File: config.mk
export PLATFORM = sky130hd
export DESIGN_NAME = gshare_direction_predictor
export DESIGN_NICKNAME = d
export VERILOG_FILES = /design/src/rtl/gshare_direction_predictor.sv
export SDC_FILE = /design/constraint.sdc
export NUM_CORES = 1
export LEC_CHECK = 0
export CAP_MARGIN = 15
export CORE_MARGIN = 3
export CORE_UTILIZATION = 50
export CTS_CLUSTER_SIZE = 25
export DETAILED_ROUTE_END_ITERATION = 10
export PLACE_DENSITY = 0.82
export SETUP_SLACK_MARGIN = 0.5
export SLEW_MARGIN = 5
export SYNTH_ARGS = -nofsm -noshare
export SYNTH_HDL_FRONTEND = slang
export SYNTH_SLANG_ARGS = --single-unit
File: constraint.sdc
create_clock -name clk -period 5.5 [get_ports clk]
set_clock_uncertainty 0.1 [all_clocks]
set_input_delay 1.1 -clock clk [delete_from_list [all_inputs] [get_ports clk]]
set_output_delay 1.1 -clock clk [all_outputs]
set_load 0.02 [all_outputs]
File: src/rtl/gshare_direction_predictor.sv
// Fetch-stage gshare direction predictor: combines the BTB hit/target with a
// PHT of 2-bit saturating counters indexed by PC XOR global history.
module gshare_direction_predictor #(
   parameter int         HIST_BITS = 5,
   parameter logic [1:0] CNT_INIT  = 2'b01
) (
   input  logic                 clk,
   input  logic                 reset,
   input  logic [31:0]          current_pc,
   input  logic                 fetch_valid,
   input  logic                 btb_tag_match,
   input  logic [31:0]          btb_target_pc,
   output logic                 predict_taken,
   output logic [31:0]          next_pc,
   output logic [HIST_BITS-1:0] pred_index,
   output logic [HIST_BITS-1:0] pred_ghr,
   input  logic                 update_valid,
   input  logic [HIST_BITS-1:0] update_index,
   input  logic                 update_taken,
   input  logic [HIST_BITS-1:0] update_ghr,
   input  logic                 update_mispredict
);

   localparam int PHT_SIZE = 1 << HIST_BITS;

   logic [1:0]           pht_q [PHT_SIZE];
   logic [HIST_BITS-1:0] ghr_q;
   logic [HIST_BITS-1:0] ghr_d;
   logic [HIST_BITS-1:0] fetch_idx;
   logic [1:0]           upd_cnt;
   logic [1:0]           upd_cnt_d;

   // Prediction reads the registered PHT, so a same-cycle update is not seen.
   always_comb begin
      fetch_idx     = current_pc[HIST_BITS+1:2] ^ ghr_q;
      pred_index    = fetch_idx;
      pred_ghr      = ghr_q;
      predict_taken = btb_tag_match & pht_q[fetch_idx][1];
      next_pc       = predict_taken ? btb_target_pc : current_pc + 32'd4;
   end

   always_comb begin
      upd_cnt   = pht_q[update_index];
      upd_cnt_d = upd_cnt;
      if (update_taken) begin
         if (upd_cnt != 2'b11) upd_cnt_d = upd_cnt + 2'd1;
      end else begin
         if (upd_cnt != 2'b00) upd_cnt_d = upd_cnt - 2'd1;
      end
   end

   // A resolved mispredict repairs history from the EX snapshot and wins over
   // any speculative shift from the fetch path on the same edge.
   always_comb begin
      ghr_d = ghr_q;
      if (update_valid && update_mispredict) begin
         ghr_d = {update_ghr[HIST_BITS-2:0], update_taken};
      end else if (fetch_valid && btb_tag_match) begin
         ghr_d = {ghr_q[HIST_BITS-2:0], predict_taken};
      end
   end

   always_ff @(posedge clk or posedge reset) begin
      if (reset) begin
         ghr_q <= '0;
      end else begin
         ghr_q <= ghr_d;
      end
   end

   always_ff @(posedge clk or posedge reset) begin
      if (reset) begin
         for (int i = 0; i < PHT_SIZE; i++) begin
            pht_q[i] <= CNT_INIT;
         end
      end else if (update_valid) begin
         pht_q[update_index] <= upd_cnt_d;
      end
   end

endmodule

==> qor.txt <==
Crit Path Max Fanout - 9
Post-Syn Instances - 405
Ant. Diodes - 0
worst slew pin tran - 1.04 ns
switch share - 30.1%
Clock Path Buffers - 2
worst r2r src - pht_q[24]
via count - 3789
Distinct cells, synth - 46
ANT nets after route - 0
RSZ-0062 raised after global routing - true
CTS Buf Count - 9
top-count cell post-synth - mux2_2
initial antenna violation count - 0
Yosys reg bits - 69
Initial DRT Pass Iterations - 5
ratio of cells with drive above 1 in the final layout - 34.8%
Residual DRC - 0
CTS tree - built
Initial Util - 52.5%
routed wire length - 13300 um
P_leak - 2.68 nW
Final setup viols - 0
clock sink total - 69
DP Worst Slack - -0.123 ns
P_int - 1.27 mW
crit end category - output port
Max-Cap Viols - 0
# IOs - 124
Most used DFF post-synth - dfrtp_1
worst min path class - reg2reg
hold depth - 1
Worst Reg2Reg Path Length in Cells - 5
Root Driver - clkbuf_8
flop2flop setup slack - 2.64 ns
die width - 103 um
total chip power - 1.82 mW
Synth top area share - 19.7%
post-DP HPWL - 9830 um
Overflow after GRT - 0
Sw Pwr - 0.547 mW
H-Tree Depth - 3
fin nets - 623
clk slew on worst S/H paths - 0.07 ns
FF-to-FF End - pht_q[46]
ys async rst share - 100%
sequential share of the synthesized area - 37.7%
fmax - 0.202 GHz
largest area contributor in the netlist - dfrtp_1
clock share of power - 28.0%
final hold violation count - 0
Mapped Area - 0.00469 sq mm
Slew Limit Headroom - 30.7%
number of global-route vias before repair - 3915
RePlAce Congestion - 0.818
critical path startpoint category - input port
1st-iter DRT viols - 170
PwrDens - 288 mW/mm^2
Flop pwr share - 37.9%
Critical Path Start - current_pc[6]
Commonest cells post-synth - mux2_2 (64), nand2_1 (39), dfrtp_1 (37), dfstp_2 (32), mux2_1 (30)
I/O Buffers - 122
fin crit period - 4.95 ns
worst skew pair latency - 0.36 ns
PnR worst setup slack - 0.545 ns
Yosys warning total - 0
Tcrit/Tclk final - 90.1%
WL per Instance - 20.3 um
Post-synth EDFFs - 0
# rows - 34
crit path to - next_pc[13]
Die Area - 0.0106 sq mm
Core Box Area - 0.00893 sq mm
vias per cell - 5.79
Chip Height - 103 um
VDD IR-drop max - 264 uV
Layout area overhead - 34.8%
Slew Viols, Final - 0
# hold bufs at CTS - 0
Worst Path Arrival - 3.75 ns
global-route wire length before repair - 20300 um
outcome - complete, no violations
GRT Total Usage - 25.3%
worst endpoint required time - 4.30 ns
synthesized netlist net count - 487
crit path kind - in2out
pin count of the biggest net entering global routing - 70
top post-synthesis cells by area - dfrtp_1 (20%), dfstp_2 (18%), mux2_2 (15%)
Syn Area/Cell - 11.6 sq um
Logic pwr share - 34.1%
## routing by layer
layer / up-vias / share of wire (%) / GRT usage (%)
met5: - / 0 / 0
met4: 0 / 2.0 / 8.27
met3: 25 / 8.5 / 7.51
met2: 154 / 51 / 45.5
met1: 1860 / 38 / 28.9
li1: 1750 / - / -
## registers in the layout, summed over array words and instances (netlist names)
| signal | cells |
|---|---|
| pht_q | 64 |
| pred_ghr | 5 |
## cells in the final DEF (no fill, tap or decap), types with 3 or more instances in the layout
master	n
and2_1	3
clkbuf_2	9
nor4_1	3
nand3_1	14
mux4_2	19
nand3b_1	3
and3_1	5
inv_1	6
bufinv_16	3
xnor2_1	18
o21ai_0	4
buf_12	3
clkbuf_8	10
dfstp_2	32
a22oi_1	3
dlygate4sd2_1	9
dfrtp_1	37
clkdlybuf4s50_1	87
mux2i_1	14
nor2_1	28
xor2_1	12
mux2_2	64
mux2_1	30
a21oi_1	3
nand4_1	8
and4_1	6
buf_2	14
a22o_1	3
nand2_1	39
buf_4	15
nor3b_1	5
## power groups by stage
stage,clock network [mW],logic (mW),registers [mW]
2_1_floorplan,0,0.370,0.682
3_3_place_gp,0,0.603,0.686
3_5_place_dp,0,0.616,0.694
4_1_cts,0.517,0.611,0.686
5_1_grt,0.540,0.665,0.699
6_report,0.509,0.620,0.689
## critical path, cell delays in order
cell and delay [ns]:
clkdlybuf4s50_1 0.50, xor2_1 0.16, buf_4 0.15, mux4_2 0.31, mux2i_2 0.22, o22ai_2 0.12, o31ai_4 0.24, buf_6 0.14
buf_12 0.13, mux2_1 0.35, dlygate4sd2_1 0.34
## final cells by class
cell class,count,area [sq um]
flip-flops and latches,69,1770
clock buffers,10,138
multi-input cells,309,2800
repair buffers,144,1350
fillers,643,2610
inverters,8,30.0
well taps,108,135
clock inverters,6,110
## through the flow
step | TNS, ns | instances | util (%) | hold WS [ns] | instance area [sq um]
3_5_place_dp | -2.04 | 629 | 67.8 | 0.413 | 6060
4_1_cts | 0 | 649 | 70.3 | 0.430 | 6280
3_3_place_gp | -1.46 | 629 | 67.8 | 0.404 | 6060
2_1_floorplan | 0 | 405 | - | 0.391 | 4690
6_report | 0 | 654 | 70.8 | 0.427 | 6320
5_1_grt | 0 | 654 | 70.8 | 0.448 | 6320
## cells by family after synthesis
logic type	share of synthesized area, %
AOI/OAI and AO/OA	3.01
xor gates and xnor gates	6.16
adders and majority gates	0.720
buffers and inverters	3.47
DFF	37.7
muxes	35.7
and+or+nand+nor	13.3
## worst min path at each step
stage,from,end
6_report,pht_q[11],pht_q[11]
5_1_grt,pht_q[11],pht_q[11]
4_1_cts,pht_q[11],pht_q[11]
3_5_place_dp,pht_q[11],pht_q[11]
3_3_place_gp,pht_q[35],pht_q[35]
2_1_floorplan,pht_q[43],pht_q[43]
## timing repair
item	4_1_cts	5_1_grt
setup endpoints to repair	33	32
resized for setup	78	28
pin swaps	2	3
setup buffers	3	4
cloned	1	1
(Power assumes the default switching activity.)
